`config.mk`:
```
export PLATFORM = sky130hd
export DESIGN_NAME = load_store_unit
export DESIGN_NICKNAME = d
export VERILOG_FILES = /design/src/rtl/load_store_unit_pkg.sv /design/src/rtl/lsu_lane_align.sv /design/src/rtl/load_store_unit.sv
export SDC_FILE = /design/constraint.sdc
export NUM_CORES = 1
export LEC_CHECK = 0
export CORE_MARGIN = 5
export CORE_UTILIZATION = 41
export DETAILED_ROUTE_END_ITERATION = 7
export GPL_TIMING_DRIVEN = 0
export PLACE_DENSITY = 0.84
export RECOVER_POWER = 50
export SETUP_SLACK_MARGIN = 0.4
export SYNTH_ARGS = -nofsm -noshare
export SYNTH_HDL_FRONTEND = slang
export SYNTH_SLANG_ARGS = --single-unit
```
`constraint.sdc`:
```
create_clock -name clk -period 2.11 [get_ports clk]
set_clock_uncertainty 0.1 [all_clocks]
set_input_delay 0.422 -clock clk [delete_from_list [all_inputs] [get_ports clk]]
set_output_delay 0.422 -clock clk [all_outputs]
set_load 0.03 [all_outputs]
```
`src/rtl/load_store_unit_pkg.sv`:
```
// Shared definitions for the load/store unit: access size codes, FSM state
// encoding and the alignment legality helper.
package load_store_unit_pkg;

    localparam logic [1:0] SZ_BYTE = 2'b00;
    localparam logic [1:0] SZ_HALF = 2'b01;
    localparam logic [1:0] SZ_WORD = 2'b10;

    typedef enum logic [1:0] {
        StIdle = 2'b00,
        StRd   = 2'b01,
        StWr   = 2'b10,
        StResp = 2'b11
    } lsu_state_e;

    // True when the size code is illegal or the low address bits break natural alignment.
    function automatic logic access_illegal(input logic [1:0] size, input logic [1:0] lo);
        logic bad;
        case (size)
            SZ_BYTE: bad = 1'b0;
            SZ_HALF: bad = lo[0];
            SZ_WORD: bad = (lo != 2'b00);
            default: bad = 1'b1;
        endcase
        return bad;
    endfunction

endpackage

```
`src/rtl/lsu_lane_align.sv`:
```
// Combinational lane handling shared by loads and sub-word stores: extracts and
// extends the addressed byte/halfword of a memory word, and merges store data
// into the addressed lane of that same word.
module lsu_lane_align
    import load_store_unit_pkg::*;
(
    input  logic [31:0] word_i,
    input  logic [1:0]  lane_i,
    input  logic [1:0]  size_i,
    input  logic        unsigned_i,
    input  logic [31:0] wdata_i,
    output logic [31:0] load_o,
    output logic [31:0] merge_o
);

    logic [7:0]  byte_sel;
    logic [15:0] half_sel;

    // Pick the addressed lane and extend it to a full word.
    always_comb begin
        byte_sel = 8'h00;
        unique case (lane_i)
            2'd0: byte_sel = word_i[7:0];
            2'd1: byte_sel = word_i[15:8];
            2'd2: byte_sel = word_i[23:16];
            2'd3: byte_sel = word_i[31:24];
        endcase
        half_sel = lane_i[1] ? word_i[31:16] : word_i[15:0];
        case (size_i)
            SZ_BYTE: load_o = {{24{~unsigned_i & byte_sel[7]}}, byte_sel};
            SZ_HALF: load_o = {{16{~unsigned_i & half_sel[15]}}, half_sel};
            default: load_o = word_i;
        endcase
    end

    // Replace only the addressed lane, keeping every other bit of the word.
    always_comb begin
        merge_o = word_i;
        case (size_i)
            SZ_BYTE: begin
                unique case (lane_i)
                    2'd0: merge_o[7:0]   = wdata_i[7:0];
                    2'd1: merge_o[15:8]  = wdata_i[7:0];
                    2'd2: merge_o[23:16] = wdata_i[7:0];
                    2'd3: merge_o[31:24] = wdata_i[7:0];
                endcase
            end
            SZ_HALF: begin
                if (lane_i[1]) merge_o[31:16] = wdata_i[15:0];
                else           merge_o[15:0]  = wdata_i[15:0];
            end
            default: merge_o = wdata_i;
        endcase
    end

endmodule

```
`src/rtl/load_store_unit.sv`:
```
// Single-outstanding load/store unit between a CPU request port and a
// word-wide data memory. Sub-word stores are done as read-modify-write.
module load_store_unit
    import load_store_unit_pkg::*;
#(
    parameter int unsigned MEM_WORDS = 1024
) (
    input  logic        clk,
    input  logic        rst_n,
    input  logic        req_valid,
    output logic        req_ready,
    input  logic        req_write,
    input  logic [1:0]  req_size,
    input  logic        req_unsigned,
    input  logic [31:0] req_addr,
    input  logic [31:0] req_wdata,
    output logic        resp_valid,
    output logic [31:0] resp_rdata,
    output logic        resp_err,
    output logic [31:0] mem_addr,
    output logic [31:0] mem_wdata,
    output logic        mem_write,
    output logic        mem_read,
    input  logic [31:0] mem_rdata
);

    // 33 bits so the limit cannot wrap for the largest legal depth.
    localparam logic [32:0] AddrLimit = 33'(MEM_WORDS) << 2;

    lsu_state_e  state_q, state_d;
    logic [31:0] addr_q, wdata_q, rword_q;
    logic [1:0]  size_q;
    logic        uns_q, write_q, err_q;
    logic        req_err, accept;
    logic [31:0] load_word, merge_word;

    assign accept  = req_valid && (state_q == StIdle);
    assign req_err = access_illegal(req_size, req_addr[1:0]) || ({1'b0, req_addr} >= AddrLimit);

    // State register, request capture at accept, memory word capture at the end of RD.
    always_ff @(posedge clk or negedge rst_n) begin
        if (!rst_n) begin
            state_q <= StIdle;
            addr_q  <= '0;
            wdata_q <= '0;
            size_q  <= '0;
            uns_q   <= 1'b0;
            write_q <= 1'b0;
            err_q   <= 1'b0;
            rword_q <= '0;
        end else begin
            state_q <= state_d;
            if (accept) begin
                addr_q  <= req_addr;
                wdata_q <= req_wdata;
                size_q  <= req_size;
                uns_q   <= req_unsigned;
                write_q <= req_write;
                err_q   <= req_err;
            end
            if (state_q == StRd) begin
                rword_q <= mem_rdata;
            end
        end
    end

    lsu_lane_align u_lane_align (
        .word_i     (rword_q),
        .lane_i     (addr_q[1:0]),
        .size_i     (size_q),
        .unsigned_i (uns_q),
        .wdata_i    (wdata_q),
        .load_o     (load_word),
        .merge_o    (merge_word)
    );

    assign mem_addr  = {2'b00, addr_q[31:2]};
    assign mem_wdata = (size_q == SZ_WORD) ? wdata_q : merge_word;

    // Next-state and strobe/response decode; strobes come straight from state so
    // an asynchronous reset removes them at once.
    always_comb begin
        state_d    = state_q;
        req_ready  = 1'b0;
        mem_read   = 1'b0;
        mem_write  = 1'b0;
        resp_valid = 1'b0;
        resp_err   = 1'b0;
        resp_rdata = '0;
        unique case (state_q)
            StIdle: begin
                req_ready = 1'b1;
                if (req_valid) begin
                    if (req_err)                    state_d = StResp;
                    else if (!req_write)            state_d = StRd;
                    else if (req_size == SZ_WORD)   state_d = StWr;
                    else                            state_d = StRd;
                end
            end
            StRd: begin
                mem_read = 1'b1;
                state_d  = write_q ? StWr : StResp;
            end
            StWr: begin
                mem_write = 1'b1;
                state_d   = StResp;
            end
            StResp: begin
                resp_valid = 1'b1;
                resp_err   = err_q;
                resp_rdata = (!err_q && !write_q) ? load_word : '0;
                state_d    = StIdle;
            end
            default: state_d = StIdle;
        endcase
    end

endmodule
```
## Word-level counts from Yosys, hierarchy flattened

Index checks and enable logic that the tools add are counted.

| operators by class | value |
|---|---|
| reductions and logical operators | 10 |
| bitwise operators | 3 |
| order comparisons | 1 |
| equal/unequal tests | 11 |
| mux-type cells | 25 |

Operators by type and width:

| kind | count |
|---|---|
| $pmux 32 s2 | 2 |
| $mux 32 | 3 |
| $mux 16 | 3 |
| $ge 32x13->1 const B | 1 |
| $mux 8 | 4 |
| $pmux 8 s4 | 1 |
| $eq 2x2->1 const B | 6 |
| $eq 2x1->1 const B | 4 |
| $logic_not 2->1 | 4 |
| $mux 2 | 4 |
| $pmux 2 s4 | 1 |
| $mux 1 | 6 |
| $pmux 1 s3 | 1 |
| $and 1x1->1 | 2 |
| $logic_and 1x1->1 | 2 |
| $logic_not 1->1 | 2 |
| $ne 2x2->1 const B | 1 |
| $reduce_bool 2->1 | 1 |
| $logic_or 1x1->1 | 1 |
| $not 1->1 | 1 |

| storage, ports and cells | value |
|---|---|
| logic and storage cells | 58 |
| register bits after elaboration | 103 |
| bits of input ports | 103 |
| output and inout port bits | 101 |

## Logic depth before layout (Yosys ltp)

Gate-level depths: netlist of run 1.

| logic depth | value |
|---|---|
| word-level depth | 6 |
| mapped depth | 7 |
| gate-level depth less buffers | 5 |

## By module

From an unflattened synthesis of run 1, not the netlist that was laid out.

| second synthesis, totals | value |
|---|---|
| cells, all modules | 576 |
| area total of the unflattened synthesis | 6602.6 um2 |

By module, submodules not included:

| module | instances | sequential area each (um2) | cells each | area an instance (um2) |
|---|---|---|---|---|
| load_store_unit | 1 | 2577.5 | 352 | 4924.7 |
| lsu_lane_align | 1 | 0.0 | 224 | 1677.9 |

## Worst setup path before layout of run 1

No wires, ideal clock.

| timing | value |
|---|---|
| path kind | reg2out |
| start point | register state_q[0] |
| end point | output port resp_rdata[12] |
| data arrival time | 2.288 ns |
| slack | -0.700 ns |
| required time | 1.588 ns |
| path buffers | 2 |
| stages on the path, launching flop included | 6 |
| cells stage by stage | dfrtp_1 > ha_1 > or3b_2 > buf_2 > clkbuf_1 > nor3_1 |

| between the ends | value |
|---|---|
| word-level cells in the longest chain between the ends | 2 |

RTL lines:

| element | line | text |
|---|---|---|
| from (decl) | load_store_unit.sv:30 | `lsu_state_e state_q, state_d;` |
| from (signal assigned) | load_store_unit.sv:43 | `state_q <= StIdle;` |
| from (signal assigned) | load_store_unit.sv:52 | `state_q <= state_d;` |
| $eq 2x2->1 | load_store_unit.sv:90 | `unique case (state_q)` |
| $mux 32 | load_store_unit.sv:90 |  |
| to (decl) | load_store_unit.sv:18 | `output logic [31:0] resp_rdata,` |

No other way between the ends.

## Final worst setup path of run 1

| timing | value |
|---|---|
| start point | register rword_q[23] |
| end point | output port resp_rdata[16] |

| between the ends | value |
|---|---|
| word-level cells in the longest chain between the ends | 5 |

RTL lines:

| element | line | text |
|---|---|---|
| from (decl) | load_store_unit.sv:31 | `logic [31:0] addr_q, wdata_q, rword_q;` |
| from (signal assigned) | load_store_unit.sv:62 | `rword_q <= mem_rdata;` |
| $pmux 8 s4 | lsu_lane_align.sv:22 | `unique case (lane_i)` |
| $and 1x1->1 | lsu_lane_align.sv:30 | `SZ_BYTE: load_o = {{24{~unsigned_i & byte_sel[7]}}, byte_sel};` |
| $pmux 32 s2 | lsu_lane_align.sv:29 | `case (size_i)` |
| $mux 32 | load_store_unit.sv:111 | `resp_rdata = (!err_q && !write_q) ? load_word : '0;` |
| $mux 32 | load_store_unit.sv:90 |  |

No other way between the ends.

==> results of run 1 <==
[how the worst min path moves through the flow]
stage | from | to | slack [ns] | cells past startpoint
detailed placement | rst_n | rword_q[3] | 0.36 | 1
floorplan | rst_n | addr_q[0] | 0.03 | 0
global placement | wdata_q[18] | wdata_q[18] | 0.39 | 1
global route | addr_q[5] | addr_q[5] | 0.43 | 1
CTS | addr_q[15] | addr_q[15] | 0.41 | 1
finish | addr_q[21] | addr_q[21] | 0.41 | 1
[final cells by class]
class	instances	area, sq um
tap	180	225
timing repair buffer	253	2620
buffer	68	811
clock inverter	4	52.6
fill	809	3260
sequential	103	2580
clock buffer	12	246
inverter	4	22.5
multi-input combinational	365	4010
[per-stage QoR]
step                worst slack, ns  area, sq um
floorplan                   -0.0916         6750
global placement              -3.23         8990
detailed placement           -0.820         9010
CTS                          -0.603        10200
global route                 -0.686        10600
finish                       -0.644        10600
[cell usage in the layout (no fill, tap or decap), types with 3 or more instances in the layout]
cell / Yosys / routed
a221oi_4: 0 / 8
nand2_1: 60 / 42
ha_4: 0 / 3
nand2_8: 0 / 3
buf_4: 34 / 61
clkdlybuf4s50_1: 0 / 101
dfrtp_1: 103 / 100
and3_1: 6 / 6
a21oi_4: 0 / 6
mux2_2: 108 / 72
buf_12: 0 / 14
nor3_1: 21 / 3
o31ai_4: 0 / 7
mux2i_1: 24 / 4
nand2_2: 2 / 8
buf_6: 2 / 80
o22ai_4: 0 / 15
nor2b_2: 0 / 3
clkbuf_1: 20 / 17
mux2i_2: 0 / 14
o21ai_2: 1 / 14
nor2b_1: 12 / 7
mux2i_4: 0 / 6
nand2_4: 0 / 10
nor2_1: 34 / 33
o21ai_4: 1 / 3
clkbuf_4: 0 / 4
o22a_1: 7 / 7
buf_8: 0 / 9
nor3_4: 0 / 11
mux2_4: 0 / 36
dfrtp_2: 0 / 3
nor3_2: 1 / 8
nor4_1: 5 / 3
clkbuf_16: 0 / 21
nor2b_4: 1 / 3
clkdlybuf4s15_2: 0 / 15
clkbuf_2: 0 / 5
[layer usage]
| layer | GRT usage (%) | routed length, um |
|---|---|---|
| met4 | 13.1 | 1020 |
| met1 | 31.4 | 8520 |
| met3 | 7.25 | 1900 |
| met2 | 43.8 | 11800 |
| met5 | 0 | 0 |
[cell families (layout without fill, tap and decap cells)]
kind of cell,count (synthesis),in the layout,synth area share [%]
AO/OA/AOI/OAI,73,73,8.51
buffers and inverters,72,341,7.35
multiplexers,133,133,25.8
AND/OR/NAND/NOR,152,153,12.5
flip-flops,103,103,44.9
adder cells (fa/ha/maj),4,4,0.872
other,1,2,0.0654
[power groups by stage]
stage / combinational, mW / sequential [mW] / clock [mW]
after floorplan: 8.68 / 3.82 / 0
after global placement: 11.7 / 4.23 / 0
after detailed placement: 11.9 / 4.30 / 0
after CTS: 13.8 / 4.29 / 1.73
after global routing: 15.4 / 4.51 / 1.83
final: 14.8 / 4.43 / 1.71
[sequential cells by signal (all words and copies together), names as in the netlist]
register and count:
addr_q 32, err_q 1, rword_q 32, size_q 2, state_q 2, uns_q 1
wdata_q 32, write_q 1
[timing repair]
item | 4_1_cts | 5_1_grt
setup buffers | 31 | 12
setup endpoints to repair | 201 | 169
pin swaps | 22 | 20
endpoints found under the hold margin | 42 | 0
gates cloned | 3 | 5
hold buffers | 1 | 0
resized for setup | 684 | 77
==> impl_metrics.yaml, run 1 <==
synthesis:
  yosys_warnings: 0
  ys.flop_type: "dfrtp_1"
  synth.most_common_cell: "mux2_2"
  avgSynthCellArea_sq_um: 10.7
  synthArstFlopShare_pct: 100
  yosysSeqAreaShare_pct: 44.9
  yosysTopAreaCellShare_pct: 44.9
  yosysUniqueCellTypes: 41
  synth_top_cell_by_area: "dfrtp_1"
  ys_seq_elements: 103
  ys_top_cells_by_count: "108 x mux2_2, 103 x dfrtp_1, 60 x nand2_1"
  synth.area.top_cells: "dfrtp_1 45%, mux2_2 21%, buf_4 4.4%"
  syn-cell-area_sq_mm: 0.00574
  synthCells: 538
  synth_edf_count: 0
final_layout:
  fin_cells: 989
  num_antenna_cells: 0
  area_growth_pct: 84.1
  finalNetCount: 911
  drive_gt1_share_pct: 57.6
  utilization_pct: 76.4
floorplanning:
  io_pins: 204
  initial_core_util_pct: 41.5
  die_area_sq_mm: 0.0165
  num_rows: 43
  die_h_um: 128
  die_w_um: 128
  core_area_sq_mm: 0.0138
grt:
  grt_overflow: 0
  grt.total_usage_pct: 26.4
  grt_max_degree: 62
  grt_pass1_wl_um: 33200
  grt_pass1_vias: 5935
  antenna_found_initial: 0
worst_setup_path:
  critical_path_required_ns: 1.59
  cp-end-kind: "output pin"
  path_cells: "mux4_2 -> nor2b_4 -> o21ai_4 -> buf_4 -> buf_6 -> nand2_2 -> buf_6"
  r2r_start: "state_q[1]"
  cp-startpoint: "rword_q[23]"
  crit_fanout: 5
  cp.arrival_ns: 2.23
  critPathSlowestCell: "mux4_2"
  endpoint: "resp_rdata[16]"
  critPathMaxStageDelay_ns: 0.54
  cp_num_buf_inv: 3
  ff2ff_setup_slack_ns: -0.10
  startpoint_type: "flip-flop"
  reg2reg_depth: 7
  crit_type: "flip-flop to output pin"
  crit_top_cell: "buf_6"
  critPathTopFamily: "multiplexers"
  timing.rr.end: "wdata_q[29]"
  path_depth: 7
power_and_ir_drop:
  sw_frac_of_total_pct: 45.6
  internal-power_mw: 11.4
  combPwrFrac_pct: 70.6
  switching_power_mw: 9.53
  clkPwrFrac_pct: 8.2
  p_per_area_mw_per_mm2: 1980
  seqPwrFrac_pct: 21.2
  power_leakage_nw: 4.50
  p_total_mw: 20.9
  ir_drop_v: 0.00122
drt:
  vias: 5531
  via_per_inst: 5.59
  drtIter0Drc: 374
  firstDrtPassIters: 5
  drt-wirelength-per-cell_um: 23.5
  finalWirelength_um: 23300
  drc: 0
  drt.antenna.violating_nets: 0
timing:
  relSlewSlack_pct: 24.0
  hold_ws_ns: 0.409
  hold_viol_final: 0
  fmax_ghz: 0.363
  finalSetupTns_ns: -32.15
  setup_ws_ns: -0.644
  slew_viol_final: 0
  timing.final.crit_share_pct: 131
  worstMarginPinSlew_ns: 1.14
  setup_viol_count_final: 112
  grt_setup_unrepaired: "true"
  period_minus_slack_ns: 2.75
place:
  io_buffers: 201
  place_hpwl_um: 15100
  place.gp.congestion: 0.873
  dp.cells: 921
clock_network:
  cts_buffers: 9
  clock_sinks: 103
  clk_pin_slew_ns: 0.07
  clk_path_buf_depth: 2
  cts_max_level: 3
  clk_latency_ns: 0.35
  clockRootBuffer: "clkbuf_16"
  cts_tree: "done"
job:
  cap_violations: 0
worst_hold_path:
  hp-class: "flip-flop to flip-flop"
status:
  status: "finished, violations left"
  violations: "negative setup slack"
(Power assumes the default switching activity.)
==> run 2, diff against run 1 <==
--- a/config.mk
+++ b/config.mk
@@ -5,8 +5,10 @@
 export SDC_FILE = /design/constraint.sdc
 export NUM_CORES = 1
 export LEC_CHECK = 0
+export ABC_AREA = 1
+export CAP_MARGIN = 20
 export CORE_MARGIN = 5
-export CORE_UTILIZATION = 41
+export CORE_UTILIZATION = 42
 export DETAILED_ROUTE_END_ITERATION = 7
 export GPL_TIMING_DRIVEN = 0
 export PLACE_DENSITY = 0.84
==> run 2 against run 1 <==
The run still ends with negative setup slack left. Sequential share of layout area up 0.18 points. Via count up 30%. Sequential power down 11%. Total power down 7.4%. Sequential cell count unchanged. Synthesized cell count up 56%. Clock-buffer cell count down 2. Worst hold slack worse by 0.028 ns. Critical path type unchanged. Largest power group unchanged.
==> impl_metrics.yaml, run 2 <==
timing:
  period_minus_slack_ns: 2.44
  setup_viol_count_final: 65
  slew_viol_final: 0
  hold_viol_final: 0
  relSlewSlack_pct: 36.8
  setup_ws_ns: -0.328
  timing.final.crit_share_pct: 116
  grt_setup_unrepaired: "true"
  worstMarginPinSlew_ns: 0.948
  fmax_ghz: 0.410
final_layout:
  layout_commonest_cell: "nand2_1"
  final_cell_mix: "196 x nand2_1, 101 x dfrtp_1, 101 x clkdlybuf4s50_1"
  fin_cells: 1284
  drive_gt1_share_pct: 36.8
  finalNetCount: 1202
  n_fill_cell: 1082
  area_growth_pct: 70.3
  num_antenna_cells: 0
  final_area_sq_mm: 0.0105
  reg.largest.list: "addr_q: 32 flops, rword_q: 32 flops, wdata_q: 32 flops"
floorplanning:
  die_h_um: 131
  core_area_sq_mm: 0.0145
  initial_core_util_pct: 42.5
  io_pins: 204
  die_w_um: 131
  die_area_sq_mm: 0.0172
  num_rows: 44
power_and_ir_drop:
  sw_frac_of_total_pct: 51.6
  p_total_mw: 19.3
  p_per_area_mw_per_mm2: 1850
  clkPwrFrac_pct: 8.7
  seqPwrFrac_pct: 20.4
  combPwrFrac_pct: 71.0
  ir_drop_v: 0.000891
  switching_power_mw: 9.98
  power_leakage_nw: 4.78
  internal-power_mw: 9.36
synthesis:
  yosys_warnings: 0
  avgSynthCellArea_sq_um: 7.32
  synthArstFlopShare_pct: 100
  synth_top_cell_by_area: "dfrtp_1"
  syn-cell-area_sq_mm: 0.00615
  ys_top_cells_by_count: "246 x nand2_1, 120 x o21ai_0, 103 x dfrtp_1"
  yosysTopAreaCellShare_pct: 41.9
  synthCells: 841
  synth_edf_count: 0
  synth.area.top_cells: "dfrtp_1 42%, nand2_1 15%, o21ai_0 9.8%"
  ys.flop_type: "dfrtp_1"
  ys_seq_elements: 103
  yosysSeqAreaShare_pct: 41.9
  yosysUniqueCellTypes: 34
  synth.most_common_cell: "nand2_1"
place:
  dp.cells: 1228
  placed_area_sq_mm: 0.00888
  place.gp.congestion: 0.991
  place_hpwl_um: 17900
  io_buffers: 201
drt:
  drtIter0Drc: 696
  via_per_inst: 5.58
  drt-wirelength-per-cell_um: 19.3
  firstDrtPassIters: 7
  vias: 7166
  drc: 0
  finalWirelength_um: 24800
  drt.antenna.violating_nets: 0
clock_network:
  clk_pin_slew_ns: 0.07
  clockRootBuffer: "clkbuf_16"
  clock_sinks: 103
  cts_max_level: 3
  clk_path_buf_depth: 2
  clk_latency_ns: 0.35
  cts_tree: "done"
  cts_buffers: 9
grt:
  grt_pass1_wl_um: 36500
  grt.total_usage_pct: 27.7
  antenna_found_initial: 0
  grt_max_degree: 69
  grt_pass1_vias: 6729
  grt_overflow: 0
job:
  cap_violations: 0
status:
  violations: "negative setup slack"
  status: "finished, violations left"
worst_hold_path:
  hp-class: "flip-flop to flip-flop"
worst_setup_path:
  cp.arrival_ns: 1.92
  startpoint_type: "flip-flop"
  crit_type: "flip-flop to output pin"
  crit_fanout: 8
  critical_path_required_ns: 1.59
  cp-end-kind: "output pin"
## run 2: changes by cell type in the layout (fill, tap and decap cells not counted), moves of 14 or more
cell	delta
a21oi_2	+21
mux2_4	-36
nor2_4	+23
a21oi_1	+25
o22ai_4	-15
inv_1	+61
o211ai_1	+23
o21ai_1	+32
mux2_2	-68
mux2i_2	-14
o21ai_0	+76
nand3_2	+16
nand2_1	+154
nand2_2	+26
## run 2: final cells by class
type	count	area, sq um	area share, %
Multi-Input combinational cell	583	3720	35.5
Sequential cell	103	2580	24.6
Timing Repair Buffer	241	2410	23.0
Buffer	80	876	8.36
Inverter	76	348	3.32
Clock buffer	10	239	2.28
Tap cell	184	230	2.20
Clock inverter	6	57.6	0.549
Timing Repair inverter	1	11.3	0.107
## run 2: logic make-up after synthesis
family / synth area share [%]
AND/OR/NAND/NOR: 23.2
AO/OA/AOI/OAI: 21.3
buffers and inverters: 12.1
flip-flops: 41.9
multiplexers: 0.732
adder cells (fa/ha/maj): 0.813
other: 0.0609
## run 2: per-layer routing
layer  vias up  share of wire, %  global-route usage (%)
li1       3260                 -                       -
met1      3353                36                    34.5
met2       468                46                    44.7
met3        85                12                    7.76
met4         0               5.1                    12.4
met5         -                 0                       0
## run 2: worst max-delay path: stages (launching register included)
cell      delay [ns]
dfrtp_1         0.40
inv_2           0.10
buf_6           0.13
nor2_4          0.10
clkinv_4        0.11
buf_6           0.14
a21oi_2         0.16
o21ai_2         0.07
o211ai_1        0.13
buf_4           0.21
## run 2: path summary, 6_finish.rpt
| path | slack, ns | endpoint | depth (start not counted) | from |
|---|---|---|---|---|
| setup / recovery | -0.33 | mem_wdata[11] | 9 | addr_q[0] |
| hold / removal | 0.38 | wdata_q[28] | 2 | wdata_q[28] |
| min in group asynchronous | 0.64 | rword_q[11] | 2 | rst_n |
| hold reg to reg | 0.38 | wdata_q[28] | 2 | wdata_q[28] |
| setup reg to reg | 0.02 | state_q[0] | 13 | state_q[0] |
| max in group asynchronous | 0.24 | size_q[0] | 3 | rst_n |
## run 2: what timing repair did
item                                   in CTS  in global routing
pin swaps                                  28                 25
gates resized for setup                   672                232
cloned                                      2                  4
endpoints found under the hold margin      35                  0
hold buffers                                1                  0
setup endpoints to repair                 199                152
setup buffers                              21                 12
## run 2: metrics by stage
step                setup TNS (ns)  hold slack, ns  worst slack (ns)  util [%]
finish                      -14.08           0.382            -0.328      72.4
global route                -18.79           0.405            -0.375      72.4
CTS                         -12.71           0.387            -0.287      67.9
detailed placement          -28.00           0.319            -0.692      61.3
global placement           -379.95           0.363             -3.44      61.1
floorplan                        0          0.0264             0.105         -
## run 2: power groups by stage
stage          combinational, mW  sequential (mW)  clock (mW)
2_1_floorplan               7.50             3.44           0
3_3_place_gp                11.0             3.81           0
3_5_place_dp                11.2             3.83           0
4_1_cts                     12.3             3.85        1.68
5_1_grt                     14.5             3.99        1.76
6_report                    13.7             3.94        1.67
